===== src/rtl/motor_dir_sequencer_pkg.sv =====
`timescale 1ns/1ps
`default_nettype none
// +--------------------------------------------------------------------+
// | motor_pkg : direction codes, H-bridge patterns, sequencer states     |
// | Rev 1.0                                                             |
// +--------------------------------------------------------------------+
package motor_pkg;

  localparam logic [3:0] DIR_FWD   = 4'b1001;
  localparam logic [3:0] DIR_REV   = 4'b0110;
  localparam logic [3:0] DIR_LEFT  = 4'b1010;
  localparam logic [3:0] DIR_RIGHT = 4'b0101;
  localparam logic [3:0] DIR_OFF   = 4'b0000;

  localparam logic [1:0] CODE_FWD   = 2'b00;
  localparam logic [1:0] CODE_REV   = 2'b11;
  localparam logic [1:0] CODE_LEFT  = 2'b10;
  localparam logic [1:0] CODE_RIGHT = 2'b01;

  typedef enum logic [1:0] {
    ST_RUN       = 2'd0,
    ST_RAMP_DOWN = 2'd1,
    ST_DEAD      = 2'd2
  } state_t;

  function automatic logic [3:0] dir_encode(input logic [1:0] code);
    logic [3:0] pat;
    case (code)
      CODE_FWD:   pat = DIR_FWD;
      CODE_REV:   pat = DIR_REV;
      CODE_LEFT:  pat = DIR_LEFT;
      CODE_RIGHT: pat = DIR_RIGHT;
      default:    pat = DIR_OFF;
    endcase
    return pat;
  endfunction

endpackage
`default_nettype wire


===== src/rtl/motor_dir_sequencer_tick_gen.sv =====
`timescale 1ns/1ps
`default_nettype none
// +--------------------------------------------------------------------+
// | tick_gen : free-running prescaler, one-cycle tick every DIV clocks   |
// | Rev 1.0                                                             |
// +--------------------------------------------------------------------+
module tick_gen #(
  parameter int DIV = 4
) (
  input  logic clk,
  input  logic rst_n,
  output logic tick
);

  localparam int CW = (DIV > 1) ? $clog2(DIV) : 1;
  localparam logic [CW-1:0] C_LAST = CW'(DIV - 1);

  logic [CW-1:0] r_count;

  always_ff @(posedge clk or negedge rst_n) begin
    if (!rst_n) begin
      r_count <= '0;
    end else if (r_count == C_LAST) begin
      r_count <= '0;
    end else begin
      r_count <= r_count + CW'(1);
    end
  end

  assign tick = (r_count == C_LAST);

endmodule
`default_nettype wire


===== src/rtl/motor_dir_sequencer.sv =====
`timescale 1ns/1ps
`default_nettype none
// +--------------------------------------------------------------------+
// | motor_dir_sequencer : slew-limited duty, ramp-down + dead time on   |
// | direction change before energising the H-bridge again. Rev 1.0      |
// +--------------------------------------------------------------------+
module motor_dir_sequencer
  import motor_pkg::*;
#(
  parameter int DUTY_W      = 6,
  parameter int RAMP_DIV    = 100000,
  parameter int DEAD_CYCLES = 1000000
) (
  input  logic              clk,
  input  logic              rst_n,
  input  logic [DUTY_W-1:0] sw_speed,
  input  logic [1:0]        sw_dir,
  output logic [DUTY_W-1:0] duty_out,
  output logic [3:0]        tank_dir,
  output logic              busy
);

  localparam int DW = (DEAD_CYCLES > 1) ? $clog2(DEAD_CYCLES) : 1;
  localparam logic [DW-1:0] C_DEAD_LOAD = DW'(DEAD_CYCLES - 1);

  logic [DUTY_W-1:0] r_spd_m, r_spd_s;
  logic [1:0]        r_dir_m, r_dir_s;
  logic [1:0]        r_cur_dir;
  logic [DW-1:0]     r_dead_cnt;
  state_t            r_state;
  logic              w_tick;

  tick_gen #(.DIV(RAMP_DIV)) u_tick_gen (
    .clk   (clk),
    .rst_n (rst_n),
    .tick  (w_tick)
  );

  // Switches are asynchronous to clk; two flops each before any use.
  always_ff @(posedge clk or negedge rst_n) begin
    if (!rst_n) begin
      r_spd_m <= '0;
      r_spd_s <= '0;
      r_dir_m <= '0;
      r_dir_s <= '0;
    end else begin
      r_spd_m <= sw_speed;
      r_spd_s <= r_spd_m;
      r_dir_m <= sw_dir;
      r_dir_s <= r_dir_m;
    end
  end

  always_ff @(posedge clk or negedge rst_n) begin
    if (!rst_n) begin
      r_state    <= ST_DEAD;
      r_cur_dir  <= CODE_FWD;
      r_dead_cnt <= C_DEAD_LOAD;
      duty_out   <= '0;
      tank_dir   <= DIR_OFF;
      busy       <= 1'b1;
    end else begin
      case (r_state)
        ST_RUN: begin
          if (r_dir_s != r_cur_dir) begin
            r_state <= ST_RAMP_DOWN;
            busy    <= 1'b1;
          end else if (w_tick) begin
            if (duty_out < r_spd_s) begin
              duty_out <= duty_out + DUTY_W'(1);
            end else if (duty_out > r_spd_s) begin
              duty_out <= duty_out - DUTY_W'(1);
            end
          end
        end
        ST_RAMP_DOWN: begin
          // Returning to the running direction aborts without any dead time.
          if (r_dir_s == r_cur_dir) begin
            r_state <= ST_RUN;
            busy    <= 1'b0;
          end else if (duty_out == '0) begin
            r_state    <= ST_DEAD;
            tank_dir   <= DIR_OFF;
            r_dead_cnt <= C_DEAD_LOAD;
          end else if (w_tick) begin
            duty_out <= duty_out - DUTY_W'(1);
          end
        end
        ST_DEAD: begin
          duty_out <= '0;
          if (r_dead_cnt == '0) begin
            r_cur_dir <= r_dir_s;
            tank_dir  <= dir_encode(r_dir_s);
            r_state   <= ST_RUN;
            busy      <= 1'b0;
          end else begin
            r_dead_cnt <= r_dead_cnt - DW'(1);
          end
        end
        default: begin
          r_state    <= ST_DEAD;
          r_dead_cnt <= C_DEAD_LOAD;
          duty_out   <= '0;
          tank_dir   <= DIR_OFF;
          busy       <= 1'b1;
        end
      endcase
    end
  end

endmodule
`default_nettype wire


===== config.mk =====
export PLATFORM = sky130hd
export DESIGN_NAME = motor_dir_sequencer
export DESIGN_NICKNAME = d
export VERILOG_FILES = /design/src/rtl/motor_dir_sequencer_pkg.sv /design/src/rtl/motor_dir_sequencer_tick_gen.sv /design/src/rtl/motor_dir_sequencer.sv
export SDC_FILE = /design/constraint.sdc
export NUM_CORES = 1
export LEC_CHECK = 0
export ABC_AREA = 1
export CAP_MARGIN = 20
export CORE_AREA = 4 4 93 112
export CTS_CLUSTER_SIZE = 10
export DETAILED_ROUTE_END_ITERATION = 8
export DIE_AREA = 0 0 97 116
export PLACE_DENSITY = 0.67
export SLEW_MARGIN = 10
export SYNTH_ARGS = -nofsm -noshare
export SYNTH_HDL_FRONTEND = slang
export SYNTH_SLANG_ARGS = --single-unit

===== constraint.sdc =====
create_clock -name clk -period 2.7 [get_ports clk]
set_clock_uncertainty 0.15 [all_clocks]
set_input_delay 0.27 -clock clk [delete_from_list [all_inputs] [get_ports clk]]
set_output_delay 0.27 -clock clk [all_outputs]
set_load 0.02 [all_outputs]

==> Word-level counts from Yosys, hierarchy flattened <==
Index checks and enable logic that the tools add are counted.
{ "word_totals": {"input_bits": 10, "output_inout_bits": 11, "register_bits": 68, "word_cells": 75} }
{ "op_classes": {"add_sub_neg": 4, "magnitude_cmp": 2, "eq_ne": 20, "reduce_logical": 10, "n_mux": 27, "bitwise": 1} }
{ "op_table": {"columns": ["op", "count"], "rows": [
  ["20-bit two-way mux", 3],
  ["20-bit case mux with 3 select lines", 1],
  ["6-bit two-way mux", 7],
  ["20-bit zero test", 1],
  ["20-bit by 1-bit subtractor with 20-bit output, second input constant", 1],
  ["17-bit by 1-bit adder with 17-bit output, second input constant", 1],
  ["17-bit == test, second input constant", 1],
  ["17-bit two-way mux", 1],
  ["2-bit != test, second input constant", 8],
  ["4-bit case mux with 4 select lines", 1],
  ["4-bit two-way mux", 3],
  ["4-bit case mux with 3 select lines", 1],
  ["6-bit case mux with 2 select lines", 1],
  ["2-bit two-way mux", 4],
  ["4-bit AND reduction", 2],
  ["6-bit by 1-bit adder with 6-bit output, second input constant", 1],
  ["2-bit == test, second input constant", 3],
  ["6-bit > comparator", 1],
  ["6-bit zero test", 1],
  ["6-bit < comparator", 1],
  ["3-bit != test, second input constant", 2],
  ["2-bit case mux with 3 select lines", 1],
  ["3-bit AND reduction", 2],
  ["6-bit AND reduction", 1],
  ["other kinds (10)", 15]
]} }

==> Depth between registers and ports, before layout <==
{ "depth": {"ltp_word": 6, "depth_mapped": 13, "mapped_depth_nobuf": 13} }

==> Modules after synthesis <==
Synthesis repeated with hierarchy kept, for this count alone.
{ "hier_totals": {"hier_cells": 541, "area_unflattened_um2": 4025.1} }
{ "by_module_without_submodules": {"columns": ["module", "n_inst", "seq_area_each_um2", "area_each_um2", "cells_per_inst"], "rows": [
  ["motor_dir_sequencer", 1, 1293.7, 3046.7, 403],
  ["tick_gen", 1, 425.4, 978.4, 138]
]} }

==> Least setup slack after synthesis <==
Ideal clock, no wire load.
{ "synth_path": {"path_type": "reg2reg", "start": "register duty_out[5]", "end": "register duty_out[4]", "t_required_ns": 2.433, "path_slack_ns": 0.864, "n_path_buf": 0, "arrival_time_ns": 1.569, "path_stages_with_launch": 12, "synth_period_minus_slack_ns": 1.836, "setup_ns": 0.117, "path_cell_list": "dfrtp_1 > ha_1 > nand2_1 > nor2_1 > nand2_1 > nand3_1 > nand2_1 > nand2_1 > nand2_1 > nand2_1 > nand2_1 > nand2_1"} }
{ "synth_via": {"elab_chain_cells": 5, "elab_cells_between_ends": 10, "cone_classes": "order compare: 2; eq/ne: 2; mux: 4; reduce/logical: 2"} }
{ "synth_rtl": {"columns": ["item", "line_no", "rtl"], "rows": [
  ["start, declared", "motor_dir_sequencer.sv:18", "output logic [DUTY_W-1:0] duty_out,"],
  ["start signal, assigned", "motor_dir_sequencer.sv:70", "duty_out <= duty_out + DUTY_W'(1);"],
  ["start signal, assigned", "motor_dir_sequencer.sv:72", "duty_out <= duty_out - DUTY_W'(1);"],
  ["start signal, assigned", "motor_dir_sequencer.sv:86", "duty_out <= duty_out - DUTY_W'(1);"],
  ["6-bit < comparator", "motor_dir_sequencer.sv:69", "if (duty_out < r_spd_s) begin"],
  ["6-bit two-way mux", "motor_dir_sequencer.sv:69", null],
  ["6-bit two-way mux", "motor_dir_sequencer.sv:68", "end else if (w_tick) begin"],
  ["6-bit two-way mux", "motor_dir_sequencer.sv:65", "if (r_dir_s != r_cur_dir) begin"],
  ["6-bit case mux with 2 select lines", "motor_dir_sequencer.sv:63", "case (r_state)"]
]} }
Parallel ways exist; a longest one is shown, timed or not. The select of a mux whose other input is x is not followed.
A chain may end at the register's enable or synchronous reset.

==> Final worst setup path <==
{ "layout_path": {"start": "register r_state[1]", "end": "register r_dead_cnt[14]"} }
{ "layout_via": {"elab_chain_cells": 3, "elab_cells_between_ends": 9, "cone_classes": "eq/ne: 5; mux: 1; bitwise: 1; reduce/logical: 2"} }
{ "layout_rtl": {"columns": ["item", "line_no", "rtl"], "rows": [
  ["start, declared", "motor_dir_sequencer.sv:30", "state_t r_state;"],
  ["start signal, assigned", "motor_dir_sequencer.sv:56", "r_state <= ST_DEAD;"],
  ["start signal, assigned", "motor_dir_sequencer.sv:66", "r_state <= ST_RAMP_DOWN;"],
  ["start signal, assigned", "motor_dir_sequencer.sv:79", "r_state <= ST_RUN;"],
  ["2-bit == test (tied with other cells)", "motor_dir_sequencer.sv:63", null],
  ["2-bit != test (no line) / 1-bit NOT (equally long branches)", null, null],
  ["4-bit AND reduction (no line)", null, null],
  ["end signal, assigned", "motor_dir_sequencer.sv:97", "r_dead_cnt <= r_dead_cnt - DW'(1);"],
  ["end, declared", "motor_dir_sequencer.sv:29", "logic [DW-1:0] r_dead_cnt;"]
]} }
Parallel ways exist; a longest one is shown, timed or not.

==> flow_metrics.env <==
export IMPL_status="complete, no violations"
export IMPL_rsz0062_at_grt="no"
export IMPL_cts_resized=0
export IMPL_critPathMaxFanout=21
export IMPL_setup_viol=0
export IMPL_final_antenna_net_count=0
export IMPL_ys_flop_type="dfrtp_1"
export IMPL_cts_setup_buffers=0
export IMPL_crit_arrival_ns=2.25
export IMPL_syn_inst=526
export IMPL_grt_pass1_vias=3246
export IMPL_htreeDepth=3
export IMPL_syn_to_final_growth_pct=13.3
export IMPL_fp_dieW_um=97
export IMPL_avgRoutedWirePerCell_um=11.5
export IMPL_n_fill_cell=890
export IMPL_hpwl_um=5860
export IMPL_yosys_warnings=0
export IMPL_drt_initial_drc_count=90
export IMPL_first_pass_iters=5
export IMPL_synth_nets=552
export IMPL_ys_seq_elements=68
export IMPL_grt_overflow=0
export IMPL_max_cap_violations=0
export IMPL_place_ws_ns=0.575
export IMPL_io_buffers=20
export IMPL_powerDensity_nw_per_um2=945
export IMPL_power_w=0.00441
export IMPL_crit_path_start_kind="flop"
export IMPL_drive_above_1_share_pct=13.5
export IMPL_async_flop_share_pct=100
export IMPL_cts_hold_buf=1
export IMPL_grt_start_max_net_pins=43
export IMPL_hold_viol=0
export IMPL_synth_edf_count=0
export IMPL_wirelength_um=7830
export IMPL_finalCriticalPeriod_ns=2.13
export IMPL_fin_cells=680
export IMPL_cp_top_family="flip-flops"
export IMPL_viasPerCell=4.82
export IMPL_cts_buffers_inserted=9
export IMPL_worstSetupPathType="flop to flop"
export IMPL_synth_top_area_share_pct=32.8
export IMPL_max_slew_worst_pin_slew_ns=0.643
export IMPL_setup_tns_final_ns=0
export IMPL_fin_crit_sh_pct=78.8
export IMPL_die_y_um=116
export IMPL_nets=578
export IMPL_drc=0
export IMPL_synthesis_area_um2=4120
export IMPL_crit_path_max_incr_delay_ns=0.55
export IMPL_start_util_pct=43.7
export IMPL_cts_tree="built"
export IMPL_drv_slew=0
export IMPL_antenna_found_initial=0
export IMPL_clock_latency_ns=0.33
export IMPL_postLayoutCellArea_um2=4660
export IMPL_place_gp_congestion=0.884
export IMPL_max_freq_ghz=0.470
export IMPL_clk_pin_slew_worst_paths_ns=0.05
export IMPL_pin_count=21
export IMPL_crit_buf_inv=3
export IMPL_synthTopCellsByArea="dfrtp_1, nand2_1, dfstp_2, inv_1, nor2_1"
export IMPL_cp_cell_sequence="inv_1 -> ha_1 -> nor2_1 -> inv_1 -> nand2_4 -> nand2_4 -> inv_6 -> o21ai_1 -> nand2_1"
export IMPL_dpl_cell_count=663
export IMPL_grt_pass1_wl_um=14100
export IMPL_clock_sinks=68
export IMPL_fin_ws_ns=0.573
export IMPL_cp_end_kind="flop"
export IMPL_cts_root_buf="clkbuf_16"
export IMPL_antenna_cells=0
export IMPL_syn_area_per_cell_um2=7.83
export IMPL_grt_usage_pct=15.3
export IMPL_cts_max_path_buffers=2
export IMPL_peakVddDrop_uv=685
export IMPL_synth_cell_types=33
export IMPL_synth_seq_area_share_pct=41.8
export IMPL_hp_class="flop to flop"
export IMPL_std_cell_rows=39
export IMPL_layout_common_cells="nand2_1, inv_1, nor2_1, dfrtp_1, nand3_1"
export IMPL_slowest_stage="dfstp_2"
export IMPL_coreArea_um2=9420
export IMPL_p_leak_nw=2.32
export IMPL_mostFrequentLayoutCell="nand2_1"
export IMPL_synth_top_area_cell="dfrtp_1"
export IMPL_via_count=3279
export IMPL_cp_data_required_time_ns=2.82
export IMPL_dieArea_um2=11300
export IMPL_max_slew_margin_pct=57.1
export IMPL_place_area_um2=4380
[cell usage after synthesis (all sizes together), types with 5 or more instances]
master / n
nand2: 169
nor2: 75
inv: 71
dfrtp: 54
nand3: 39
o21ai: 33
xor2: 19
ha: 16
dfstp: 14
a21oi: 8
buf: 6
nor3: 6
nand4: 5
[state kept, by name, summed over array words and instances (netlist names)]
register	count
busy	1
duty_out	6
r_cur_dir	2
r_dead_cnt	20
r_dir_m	2
r_dir_s	2
r_spd_m	6
r_spd_s	6
r_state	2
tank_dir	4
u_tick_gen.r_count	17
[worst reg2reg max path, cell delays in order, from the launching register on]
cell and delay (ns):
dfstp_2 0.55, inv_1 0.06, ha_1 0.27, nor2_1 0.21
inv_1 0.11, nand2_4 0.11, nand2_4 0.16, inv_6 0.26
o21ai_1 0.12, nand2_1 0.07
[kinds of logic after synthesis]
logic type / Yosys count / share of synthesized area (%)
flops: 68 / 41.8
xor+xnor: 21 / 4.47
compound gates: 44 / 6.23
fa+ha+maj: 16 / 4.86
simple gates: 296 / 33.1
buf+inv: 81 / 9.63
[worst paths after layout]
kind,start,endpoint,slack (ns),depth (start not counted)
hold reg to reg,r_spd_m[0],r_spd_s[0],0.19,0
setup / recovery,r_state[1],r_dead_cnt[14],0.57,9
hold / removal,r_spd_m[0],r_spd_s[0],0.19,0
min in group asynchronous,rst_n,u_tick_gen.r_count[4],0.35,2
setup reg to reg,r_state[1],r_dead_cnt[14],0.57,9
max in group asynchronous,rst_n,r_dead_cnt[3],1.33,3
[per-stage QoR]
step | hold slack (ns) | utilization [%]
finish | 0.190 | 49.5
global route | 0.202 | 49.5
CTS | 0.194 | 49.5
detailed placement | 0.185 | 46.5
global placement | 0.183 | 46.5
floorplan | -0.176 | -
[cell type report]
class | instances | area, um^2 | share of cell area, %
Clock buffer | 14 | 264 | 5.66
Clock inverter | 2 | 10.0 | 0.215
Inverter | 72 | 275 | 5.90
Multi-Input combinational cell | 377 | 2000 | 42.9
Sequential cell | 68 | 1720 | 36.9
Tap cell | 123 | 154 | 3.30
Timing Repair Buffer | 24 | 240 | 5.15
[metal layers]
layer	track usage [%]	routed length (um)
met1	17.8	3500
met2	26.6	3910
met3	4.64	277
met4	6.55	150
met5	0	0
[power breakdown]
group	switching, W	leakage [nW]	internal (W)
registers	0.000186	0.843	0.00127
logic	0.00123	1.34	0.000656
clock network	0.000404	0.137	0.000669
Note: power is estimated with default switching activity, not from simulation.
